$ cat src/rtl/sprite_compositor_pkg.sv
// Shared widths, sprite descriptor layout and scanner state encoding for the sprite compositor.
package sprite_compositor_pkg;

   localparam int CANVAS_WIDTH  = 100;
   localparam int CANVAS_HEIGHT = 100;
   localparam int NUM_FRAMES    = 100;
   localparam int MAX_SPRITES   = 32;
   localparam int SPRITE_SIZE   = 16;
   localparam int LINE_SPRITES  = 4;

   localparam int XW  = $clog2(CANVAS_WIDTH);
   localparam int YW  = $clog2(CANVAS_HEIGHT);
   localparam int FW  = $clog2(NUM_FRAMES);
   localparam int SW  = $clog2(SPRITE_SIZE);
   localparam int CW  = $clog2(MAX_SPRITES + 1);
   localparam int IW  = $clog2(MAX_SPRITES);
   localparam int LW  = $clog2(LINE_SPRITES + 1);
   localparam int LIW = $clog2(LINE_SPRITES);
   localparam int DW  = ((XW > YW) ? XW : YW) + 1;

   typedef struct packed {
      logic [XW-1:0] x;
      logic [YW-1:0] y;
      logic [FW-1:0] frame;
   } sprite_t;

   typedef enum logic [1:0] {
      SCAN_IDLE = 2'd0,
      SCAN_RUN  = 2'd1,
      SCAN_DONE = 2'd2
   } scan_state_t;

   // One extra bit keeps pos < org from wrapping into the sprite window.
   function automatic logic in_span(input logic [DW-1:0] pos_i, input logic [DW-1:0] org_i);
      logic [DW-1:0] diff;
      diff = pos_i - org_i;
      return (diff < DW'(SPRITE_SIZE));
   endfunction

endpackage

$ cat src/rtl/sprite_compositor_line_scanner.sv
// Walks the front sprite list during hblank and keeps the first LINE_SPRITES sprites covering the line.
module sprite_compositor_line_scanner
   import sprite_compositor_pkg::*;
(
   input  logic                           clk_i,
   input  logic                           rst_i,
   input  logic                           new_frame_i,
   input  logic                           line_start_i,
   input  logic [YW-1:0]                  line_y_i,
   input  logic [CW-1:0]                  front_cnt_i,
   output logic [IW-1:0]                  rd_idx_o,
   input  sprite_t                        rd_entry_i,
   output logic                           line_ready_o,
   output logic                           line_ovf_o,
   output logic [YW-1:0]                  line_y_o,
   output logic [LW-1:0]                  line_cnt_o,
   output sprite_t [LINE_SPRITES-1:0]     line_list_o
);

   scan_state_t                 state_q, state_d;
   logic [YW-1:0]               line_y_q, line_y_d;
   logic [CW-1:0]               idx_q, idx_d;
   logic [LW-1:0]               cnt_q, cnt_d;
   sprite_t [LINE_SPRITES-1:0]  list_q, list_d;
   logic                        ovf_q, ovf_d;
   logic                        ready_q, ready_d;
   logic                        hit_s;

   always_ff @(posedge clk_i or posedge rst_i) begin
      if (rst_i) begin
         state_q <= SCAN_IDLE;
      end else begin
         state_q <= state_d;
      end
   end

   always_comb begin
      state_d = state_q;
      if (new_frame_i) begin
         state_d = SCAN_IDLE;
      end else if (line_start_i) begin
         state_d = SCAN_RUN;
      end else begin
         case (state_q)
            SCAN_RUN: begin
               if (idx_q == front_cnt_i) begin
                  state_d = SCAN_DONE;
               end else begin
                  state_d = SCAN_RUN;
               end
            end
            default: state_d = state_q;
         endcase
      end
   end

   always_comb begin
      line_y_d = line_y_q;
      idx_d    = idx_q;
      cnt_d    = cnt_q;
      list_d   = list_q;
      ovf_d    = ovf_q;
      ready_d  = ready_q;
      hit_s    = in_span(DW'(line_y_q), DW'(rd_entry_i.y));
      if (new_frame_i) begin
         cnt_d   = LW'(0);
         ready_d = 1'b0;
      end else if (line_start_i) begin
         line_y_d = line_y_i;
         idx_d    = CW'(0);
         cnt_d    = LW'(0);
         ovf_d    = 1'b0;
         ready_d  = 1'b0;
      end else if (state_q == SCAN_RUN) begin
         if (idx_q == front_cnt_i) begin
            ready_d = 1'b1;
         end else begin
            idx_d = idx_q + CW'(1);
            // A hit with the line list already full is dropped but flagged.
            if (hit_s && (cnt_q == LW'(LINE_SPRITES))) begin
               ovf_d = 1'b1;
            end else if (hit_s) begin
               list_d[cnt_q[LIW-1:0]] = rd_entry_i;
               cnt_d = cnt_q + LW'(1);
            end else begin
               cnt_d = cnt_q;
            end
         end
      end else begin
         ready_d = ready_q;
      end
   end

   always_ff @(posedge clk_i or posedge rst_i) begin
      if (rst_i) begin
         line_y_q <= YW'(0);
         idx_q    <= CW'(0);
         cnt_q    <= LW'(0);
         list_q   <= '0;
         ovf_q    <= 1'b0;
         ready_q  <= 1'b0;
      end else begin
         line_y_q <= line_y_d;
         idx_q    <= idx_d;
         cnt_q    <= cnt_d;
         list_q   <= list_d;
         ovf_q    <= ovf_d;
         ready_q  <= ready_d;
      end
   end

   assign rd_idx_o     = idx_q[IW-1:0];
   assign line_ready_o = ready_q;
   assign line_ovf_o   = ovf_q;
   assign line_y_o     = line_y_q;
   assign line_cnt_o   = cnt_q;
   assign line_list_o  = list_q;

endmodule

$ cat src/rtl/sprite_compositor.sv
// Double-buffered sprite list capture plus per-pixel priority hit against the current line list.
module sprite_compositor
   import sprite_compositor_pkg::*;
(
   input  logic          pixel_clk_in,
   input  logic          rst_in,
   input  logic          new_frame,
   input  logic [XW-1:0] x,
   input  logic [YW-1:0] y,
   input  logic [FW-1:0] frame,
   input  logic          sprite_valid,
   input  logic          line_start_in,
   input  logic [YW-1:0] line_y_in,
   input  logic          pixel_valid_in,
   input  logic [XW-1:0] hcount_in,
   output logic          sprite_hit_out,
   output logic [FW-1:0] sprite_frame_out,
   output logic [SW-1:0] sprite_px_out,
   output logic [SW-1:0] sprite_py_out,
   output logic          line_ready_out,
   output logic          list_ovf_out,
   output logic          line_ovf_out
);

   sprite_t                    bank_q [2][MAX_SPRITES];
   logic                       wr_bank_q, wr_bank_d;
   logic [CW-1:0]              wr_cnt_q, wr_cnt_d;
   logic [CW-1:0]              front_cnt_q, front_cnt_d;
   logic                       list_ovf_q, list_ovf_d;
   logic                       wr_en_s, wr_sel_s;
   logic [IW-1:0]              wr_addr_s;
   logic [IW-1:0]              rd_idx_s;
   sprite_t                    rd_entry_s;
   logic                       line_ready_s;
   logic [YW-1:0]              line_y_s;
   logic [LW-1:0]              line_cnt_s;
   sprite_t [LINE_SPRITES-1:0] line_list_s;
   logic                       found_s, cov_s;
   sprite_t                    win_s;
   logic [XW-1:0]              dx_s;
   logic [YW-1:0]              dy_s;
   logic                       hit_q, hit_d;
   logic [FW-1:0]              frame_q, frame_d;
   logic [SW-1:0]              px_q, px_d, py_q, py_d;

   // On a swap the coincident descriptor lands at index 0 of the freshly freed bank.
   always_comb begin
      wr_bank_d   = wr_bank_q;
      wr_cnt_d    = wr_cnt_q;
      front_cnt_d = front_cnt_q;
      list_ovf_d  = list_ovf_q;
      wr_en_s     = 1'b0;
      wr_sel_s    = wr_bank_q;
      wr_addr_s   = IW'(0);
      if (new_frame) begin
         wr_bank_d   = ~wr_bank_q;
         front_cnt_d = wr_cnt_q;
         list_ovf_d  = 1'b0;
         wr_sel_s    = ~wr_bank_q;
         wr_en_s     = sprite_valid;
         wr_cnt_d    = CW'(sprite_valid);
      end else if (sprite_valid) begin
         if (wr_cnt_q == CW'(MAX_SPRITES)) begin
            list_ovf_d = 1'b1;
         end else begin
            wr_en_s   = 1'b1;
            wr_addr_s = wr_cnt_q[IW-1:0];
            wr_cnt_d  = wr_cnt_q + CW'(1);
         end
      end else begin
         wr_en_s = 1'b0;
      end
   end

   always_ff @(posedge pixel_clk_in or posedge rst_in) begin
      if (rst_in) begin
         wr_bank_q   <= 1'b0;
         wr_cnt_q    <= CW'(0);
         front_cnt_q <= CW'(0);
         list_ovf_q  <= 1'b0;
      end else begin
         wr_bank_q   <= wr_bank_d;
         wr_cnt_q    <= wr_cnt_d;
         front_cnt_q <= front_cnt_d;
         list_ovf_q  <= list_ovf_d;
      end
   end

   always_ff @(posedge pixel_clk_in) begin
      if (wr_en_s) begin
         bank_q[wr_sel_s][wr_addr_s] <= {x, y, frame};
      end
   end

   assign rd_entry_s = bank_q[~wr_bank_q][rd_idx_s];

   sprite_compositor_line_scanner u_scanner (
      .clk_i        (pixel_clk_in),
      .rst_i        (rst_in),
      .new_frame_i  (new_frame),
      .line_start_i (line_start_in),
      .line_y_i     (line_y_in),
      .front_cnt_i  (front_cnt_q),
      .rd_idx_o     (rd_idx_s),
      .rd_entry_i   (rd_entry_s),
      .line_ready_o (line_ready_s),
      .line_ovf_o   (line_ovf_out),
      .line_y_o     (line_y_s),
      .line_cnt_o   (line_cnt_s),
      .line_list_o  (line_list_s)
   );

   // Descending walk so the lowest line-list index is the last, winning, assignment.
   always_comb begin
      found_s = 1'b0;
      cov_s   = 1'b0;
      win_s   = '0;
      for (int i = LINE_SPRITES - 1; i >= 0; i--) begin
         cov_s   = (LW'(i) < line_cnt_s) && in_span(DW'(hcount_in), DW'(line_list_s[i].x));
         win_s   = cov_s ? line_list_s[i] : win_s;
         found_s = found_s | cov_s;
      end
      dx_s = hcount_in - win_s.x;
      dy_s = line_y_s - win_s.y;
      if (pixel_valid_in && line_ready_s && found_s) begin
         hit_d   = 1'b1;
         frame_d = win_s.frame;
         px_d    = dx_s[SW-1:0];
         py_d    = dy_s[SW-1:0];
      end else begin
         hit_d   = 1'b0;
         frame_d = FW'(0);
         px_d    = SW'(0);
         py_d    = SW'(0);
      end
   end

   always_ff @(posedge pixel_clk_in or posedge rst_in) begin
      if (rst_in) begin
         hit_q   <= 1'b0;
         frame_q <= FW'(0);
         px_q    <= SW'(0);
         py_q    <= SW'(0);
      end else begin
         hit_q   <= hit_d;
         frame_q <= frame_d;
         px_q    <= px_d;
         py_q    <= py_d;
      end
   end

   assign sprite_hit_out   = hit_q;
   assign sprite_frame_out = frame_q;
   assign sprite_px_out    = px_q;
   assign sprite_py_out    = py_q;
   assign line_ready_out   = line_ready_s;
   assign list_ovf_out     = list_ovf_q;

endmodule

$ cat config.mk
export PLATFORM = sky130hd
export DESIGN_NAME = sprite_compositor
export DESIGN_NICKNAME = d
export VERILOG_FILES = /design/src/rtl/sprite_compositor_pkg.sv /design/src/rtl/sprite_compositor_line_scanner.sv /design/src/rtl/sprite_compositor.sv
export SDC_FILE = /design/constraint.sdc
export NUM_CORES = 1
export LEC_CHECK = 0
export CORE_UTILIZATION = 45
export DETAILED_ROUTE_END_ITERATION = 8
export GPL_TIMING_DRIVEN = 0
export PLACE_DENSITY = 0.68
export REMOVE_ABC_BUFFERS = 1
export SYNTH_ARGS = -nofsm -noshare
export SYNTH_HDL_FRONTEND = slang
export SYNTH_SLANG_ARGS = --single-unit
$ cat constraint.sdc
create_clock -name pixel_clk_in -period 7.29 [get_ports pixel_clk_in]
set_input_delay 1.458 -clock pixel_clk_in [delete_from_list [all_inputs] [get_ports pixel_clk_in]]
set_output_delay 1.458 -clock pixel_clk_in [all_outputs]
set_load 0.05 [all_outputs]
### After elaboration in Yosys (flattened, before gate mapping)

Memories as Yosys holds them, arrays and structs flattened.
Index checks and enable logic that the tools add are counted.

* reductions and logical operators: 24
* shifts and indexed selects: 0
* divide/modulo/power cells: 0
* magnitude comparators: 14
* equality and inequality tests: 8
* muxes and demuxes: 52
* add/subtract/negate cells: 10
* multiply operators: 0
* bitwise logic cells: 10

Operators by type and width (number)
* two-way mux 672 bit: 1
* binary-select mux 21 bit (select 5 bit): 1
* demux 21 bit (select 5 bit): 1
* bitwise mux 84 bit: 1
* two-way mux 21 bit: 4
* two-way mux 18 bit: 4
* demux 21 bit (select 2 bit): 1
* less-than comparator 8 x 5 -> 1 bit (second input constant): 5
* subtractor 7 x 7 -> 8 bit: 5
* two-way mux 6 bit: 6
* two-way mux 3 bit: 6
* two-way mux 1 bit: 17
* two-way mux 5 bit: 3
* adder 6 x 1 -> 6 bit (second input constant): 2
* >= comparator 6 bit (second input constant): 2
* inverter 5 -> 6 bit: 2
* logical AND 1 bit: 9
* nonzero test 3 bit: 3
* two-way mux 2 bit: 4
* two-way mux 4 bit: 2
* AND reduction 2 bit: 4
* AND reduction 4 bit: 2
* nonzero test 2 bit: 4
* subtractor 4 bit: 2
* other kinds (17): 27

* word-level logic and storage cells: 145
* memories: 1
* bits in latches: 0
* RAM bits: 1344
* output and inout bits: 19
* ROM bits: 0
* bits of input ports: 41
* bits in registers: 134

Memories
* bank_q: words 2, width 672, read ports 1, clocked after memory_dff 0, write ports 1, line sprite_compositor.sv:25 `sprite_t bank_q [2][MAX_SPRITES];`

### Logic depth before layout (Yosys ltp)

An unclocked memory read counts as a cell.

* depth in word-level cells: 13
* mapped depth: 19
* gate-level depth less buffers: 17

### By module

From an unflattened synthesis, not the netlist that was laid out.

* cell total of the unflattened synthesis: 2603
* area total of the unflattened synthesis: 58274.6 µm²

Modules (own cells, without submodules)
* sprite_compositor: area an instance 53794.1 µm², seq. area each 41109.4 µm², times used 1, cells an instance 2283
* sprite_compositor_line_scanner: area an instance 4480.5 µm², seq. area each 2602.5 µm², times used 1, cells an instance 320

### Least setup slack after synthesis

Ideal clock, no wire load.

* path type: register to register
* from: reg wr_bank_q
* to: reg u_scanner.list_q, in the netlist u_scanner.line_list_o[10]
* arrival time: 5753 ps
* cell stages (with the launch flop): 20
* clock period less this slack: 5878 ps
* setup time: 125 ps
* buffers on the path: 8
* path slack: 1412 ps
* required time: 7165 ps
* cells stage by stage: dfrtp_1 buf_6 buf_12 buf_4 buf_2 buf_1 buf_2 mux4_2 mux4_2 mux4_2 inv_1 ha_1 a21oi_1 o21ai_0 or4_1 a221o_1 buf_6 nor3_4 buf_12 mux2_4

* word-level cells in the longest chain between the ends: 10
* elaborated cells on any way between the ends: 11
* classes of those cells: add/sub (1); order compare (1); mux (4); bitwise (2); reduce/logical (2); memory (1)

Ends and longest elaborated chain
* start: declaration: line sprite_compositor.sv:26 `logic wr_bank_q, wr_bank_d;`
* start signal: assignment: line sprite_compositor.sv:82 `wr_bank_q <= wr_bank_d;`
* inverter 1 bit *: line sprite_compositor.sv:95 `assign rd_entry_s = bank_q[~wr_bank_q][rd_idx_s];`
* memory (2 x 672 bit) *
* binary-select mux 21 bit (select 5 bit) *: line sprite_compositor.sv:95
* two-way mux 21 bit (not written as such) * (2 in a row): line sprite_compositor.sv:95
* subtractor 7 x 7 -> 8 bit: line sprite_compositor_pkg.sv:36 `diff = pos_i - org_i;`
* less-than comparator 8 x 5 -> 1 bit: line sprite_compositor_pkg.sv:37 `return (diff < DW'(SPRITE_SIZE));`
* logical AND 1 bit: line sprite_compositor_line_scanner.sv:80 `if (hit_s && (cnt_q == LW'(LINE_SPRITES))) begin`
* inverter 1 bit (no source line)
* AND reduction 6 bit (no source line)
* end signal: assignment: line sprite_compositor_line_scanner.sv:106 `list_q <= list_d;`
* end: declaration: line sprite_compositor_line_scanner.sv:24 `sprite_t [LINE_SPRITES-1:0] list_q, list_d;`

Every way passes the cells marked *; elsewhere a longest branch is shown, timed or not. The select of a mux whose other input is x is not followed.
A chain may end at the register's enable or synchronous reset.

### Final worst setup path

* from: reg wr_bank_q
* to: reg u_scanner.list_q, in the netlist u_scanner.line_list_o[71]

The elaborated chain is that of the path after synthesis.

==> impl_metrics.ini <==
[finish]
fin_nets = 2832
area_delta_synth_final_pct = 14.9
area.sequential_um2 = 43400
multiInputGateArea_um2 = 14300
fin_util_pct = 52.2
fin_area_um2 = 66600
fillCellCount = 9519
drive_gt1_share_pct = 31.0

[die]
die-area_um2 = 130000
row_count = 131
initial_core_util_pct = 45.4
io_pins = 60
design.core.area_um2 = 128000
die_w_um = 361
die_h_um = 361

[global_route]
grt_max_degree = 102
grt_pass1_wl_um = 196000
grtUsageTotal_pct = 20.9
gr-total-overflow = 0
antenna_found_initial = 10
grt_pass1_vias = 28500

[sta]
fin_crit_sh_pct = 92.8
fmax_ghz = 0.148
fin_crit_ps = 6770
rsz0062_at_grt = no
maxSlewViolCount = 0
hold_viol = 0
setup_viol = 0
skew_ps = 33.4
tightest_slew_ps = 1230
maxSlewHeadroom_pct = 18.0

[run]
maxCapViolations = 0

[clock_tree]
cts_max_path_buffers = 3
cts_root_buf = clkbuf_16
cts_max_level = 4
cts_resized = 0
cts_inserted_buffers = 146
clock-sinks = 1466
insertion_delay_ps = 770
tritoncts = yes
clk_pin_slew_ps = 60

[pwr]
p_seq_share_pct = 45.8
peakVddDrop_uv = 236
p_per_area_nw_per_um2 = 310
p_int_uw = 15400
p_comb_share_pct = 18.8
total_power_uw = 20600
power_switching_uw = 5220
p_clk_share_pct = 35.4
cellLeakagePower_uw = 0.0213
switching_share_pct = 25.3

[route]
dr.first_iter.drc_count = 3267
wl_um = 134000
num_vias = 27300
drc_errors = 0
avgRoutedWirePerCell_um = 29.7
first_pass_iters = 5
final_antenna_net_count = 0
via_per_inst = 6.03

[outcome]
status = complete, no violations

[setup_path]
startpoint_type = register
critPathKind = register to register
crit_fanout = 43
critPathCaptureType = register
r2r_setup_slack_ps = 520
cp_data_arrival_time_ps = 7410
required_ps = 7930

[synthesis]
postSynth.asyncResetShare_pct = 8.32
synthCells = 2598
yosys_warnings = 0
ys_seq_area_share_pct = 74.8
synth.distinct_cells = 66
synth_edf_count = 1344
syn_area_um2 = 58000
synthFlopType = edfxtp_1
syn_area_per_cell_um2 = 22.3
yosys_register_bits = 1466

[hold_path]
min_path_type = register to register

[placed_design]
place.gp.congestion = 0.865
io_buffers = 59
dpl-instance-area_um2 = 61900
place_hpwl_um = 79500
## path summary, 6_finish.rpt
| check | cells after the start | endpoint | start |
|---|---|---|---|
| setup / recovery | 15 | u_scanner.line_list_o[71]$_DFFE_PP0P_ | wr_bank_q$_DFF_PP0_ |
| setup reg to reg | 15 | u_scanner.line_list_o[71]$_DFFE_PP0P_ | wr_bank_q$_DFF_PP0_ |
| max in group asynchronous | 3 | sprite_frame_out[6]$_DFF_PP0_ | rst_in |
| min in group asynchronous | 2 | u_scanner.line_list_o[51]$_DFFE_PP0P_ | rst_in |
| hold / removal | 1 | u_scanner.line_list_o[9]$_DFFE_PP0P_ | u_scanner.line_list_o[9]$_DFFE_PP0P_ |
| hold reg to reg | 1 | u_scanner.line_list_o[9]$_DFFE_PP0P_ | u_scanner.line_list_o[9]$_DFFE_PP0P_ |
## per-layer routing
metal  part of all wire [%]  vias to the layer above  global-route usage, %
li1                       -                    11200                      -
met1                     39                    14600                   28.6
met2                     50                     1200                   34.3
met3                    8.0                      221                   3.65
met4                    2.7                        8                   6.91
met5                  0.046                        -                      0
## cell usage in the layout, fill, tap and decap left out, types with 19 or more instances in the layout
cell	instances
edfxtp_1	1344
mux4_2	425
clkbuf_16	150
dfrtp_1	117
nor2_4	60
mux2_2	48
inv_1	45
ha_1	43
mux2i_1	41
mux2_4	40
clkdlybuf4s50_1	38
nand2_1	36
buf_16	36
nor2_1	34
clkbuf_1	32
clkinv_1	27
a21oi_1	24
o21ai_0	23
buf_2	21
buf_12	19
## repair_timing
| action | in CTS | in global routing |
|---|---|---|
| buffers inserted | 8 | 0 |
| setup endpoints to repair | 72 | 0 |
| hold buffers | 0 | 0 |
## synthesized netlist by cell type, types with 3 or more instances
cell type | n | area [um2]
edfxtp_1 | 1344 | 40400
mux4_2 | 425 | 9570
dfrtp_1 | 122 | 3050
nor2_1 | 98 | 368
clkbuf_1 | 54 | 203
buf_1 | 53 | 199
mux2_2 | 48 | 541
inv_1 | 46 | 173
ha_1 | 43 | 538
mux2i_1 | 41 | 410
mux2_4 | 40 | 601
nand2_1 | 36 | 135
a21oi_1 | 24 | 120
o21ai_0 | 24 | 120
nand3_1 | 18 | 90.1
a21o_1 | 14 | 105
nand4_1 | 13 | 81.3
xnor2_1 | 11 | 96.3
xor2_1 | 11 | 96.3
nand2b_1 | 10 | 62.6
buf_2 | 9 | 45.0
nor3_1 | 9 | 45.0
a211oi_1 | 8 | 60.1
o211a_1 | 7 | 70.1
buf_12 | 6 | 120
nor2b_1 | 6 | 37.5
nor4_1 | 6 | 37.5
and2_1 | 4 | 25.0
nor3_4 | 4 | 65.1
o211ai_1 | 4 | 30.0
o221ai_1 | 4 | 35.0
a22oi_1 | 3 | 22.5
a2bb2oi_1 | 3 | 26.3
and3_1 | 3 | 18.8
nor3b_1 | 3 | 22.5
or3_1 | 3 | 18.8
or4_1 | 3 | 22.5
## layout make-up
cell class | count | area share [%]
Multi-Input combinational cell | 959 | 21.4
Timing Repair Buffer | 125 | 2.97
Tap cell | 1662 | 3.12
Clock buffer | 189 | 5.96
Sequential cell | 1466 | 65.2
Inverter | 48 | 0.289
Antenna cell | 4 | 0.0150
Clock inverter | 67 | 1.03
## cell families (layout without fill, tap and decap cells)
group           Yosys count  count (layout)  synth area share [%]
fa+ha+maj                45              45                 0.997
other cells               0               4                     0
compound gates          113             113                  1.37
mux                     555             555                  19.2
buf+inv                 173             429                  1.34
simple gates            224             224                  1.89
xor+xnor                 22              22                 0.332
flops                  1466            1466                  74.8
## sequential cells by signal, indices dropped and copies added, names as in the netlist, 3 cells and up
| signal | cells |
|---|---|
| bank_q | 1344 |
| u_scanner.line_list_o | 72 |
| sprite_frame_out | 7 |
| u_scanner.line_y_o | 7 |
| front_cnt_q | 6 |
| u_scanner.idx_q | 6 |
| wr_cnt_q | 6 |
| sprite_px_out | 4 |
| sprite_py_out | 4 |
| u_scanner.line_cnt_o | 3 |
## power by group through the flow
stage	logic, uW	clock network (uW)	registers (uW)
6_report	3870	7310	9450
5_1_grt	4090	7720	9470
2_1_floorplan	2530	0	9820
4_1_cts	3920	7410	9460
3_5_place_dp	3900	0	9630
3_3_place_gp	3030	0	9880
## per-stage QoR
step	std cells	setup WS [ps]	setup TNS [ps]	hold slack [ps]
after floorplan	2473	-10140	-	476
after global placement	4194	-16210	-	489
after detailed placement	4252	-187	-8820	491
after CTS	4516	524	0	509
after global routing	4516	205	0	527
final	4520	522	0	506
## critical path, cell delays in order, from the launching register on
cell and delay [ps]:
dfrtp_4 1000, buf_16 380, buf_16 350, buf_16 300, mux4_2 550, mux4_2 590
mux4_2 620, inv_1 100, ha_1 240, a21oi_1 280, o21ai_0 220, or4_1 530
a221o_1 530, nor3_4 280, buf_4 220, mux2_2 340
(Power assumes the default switching activity.)
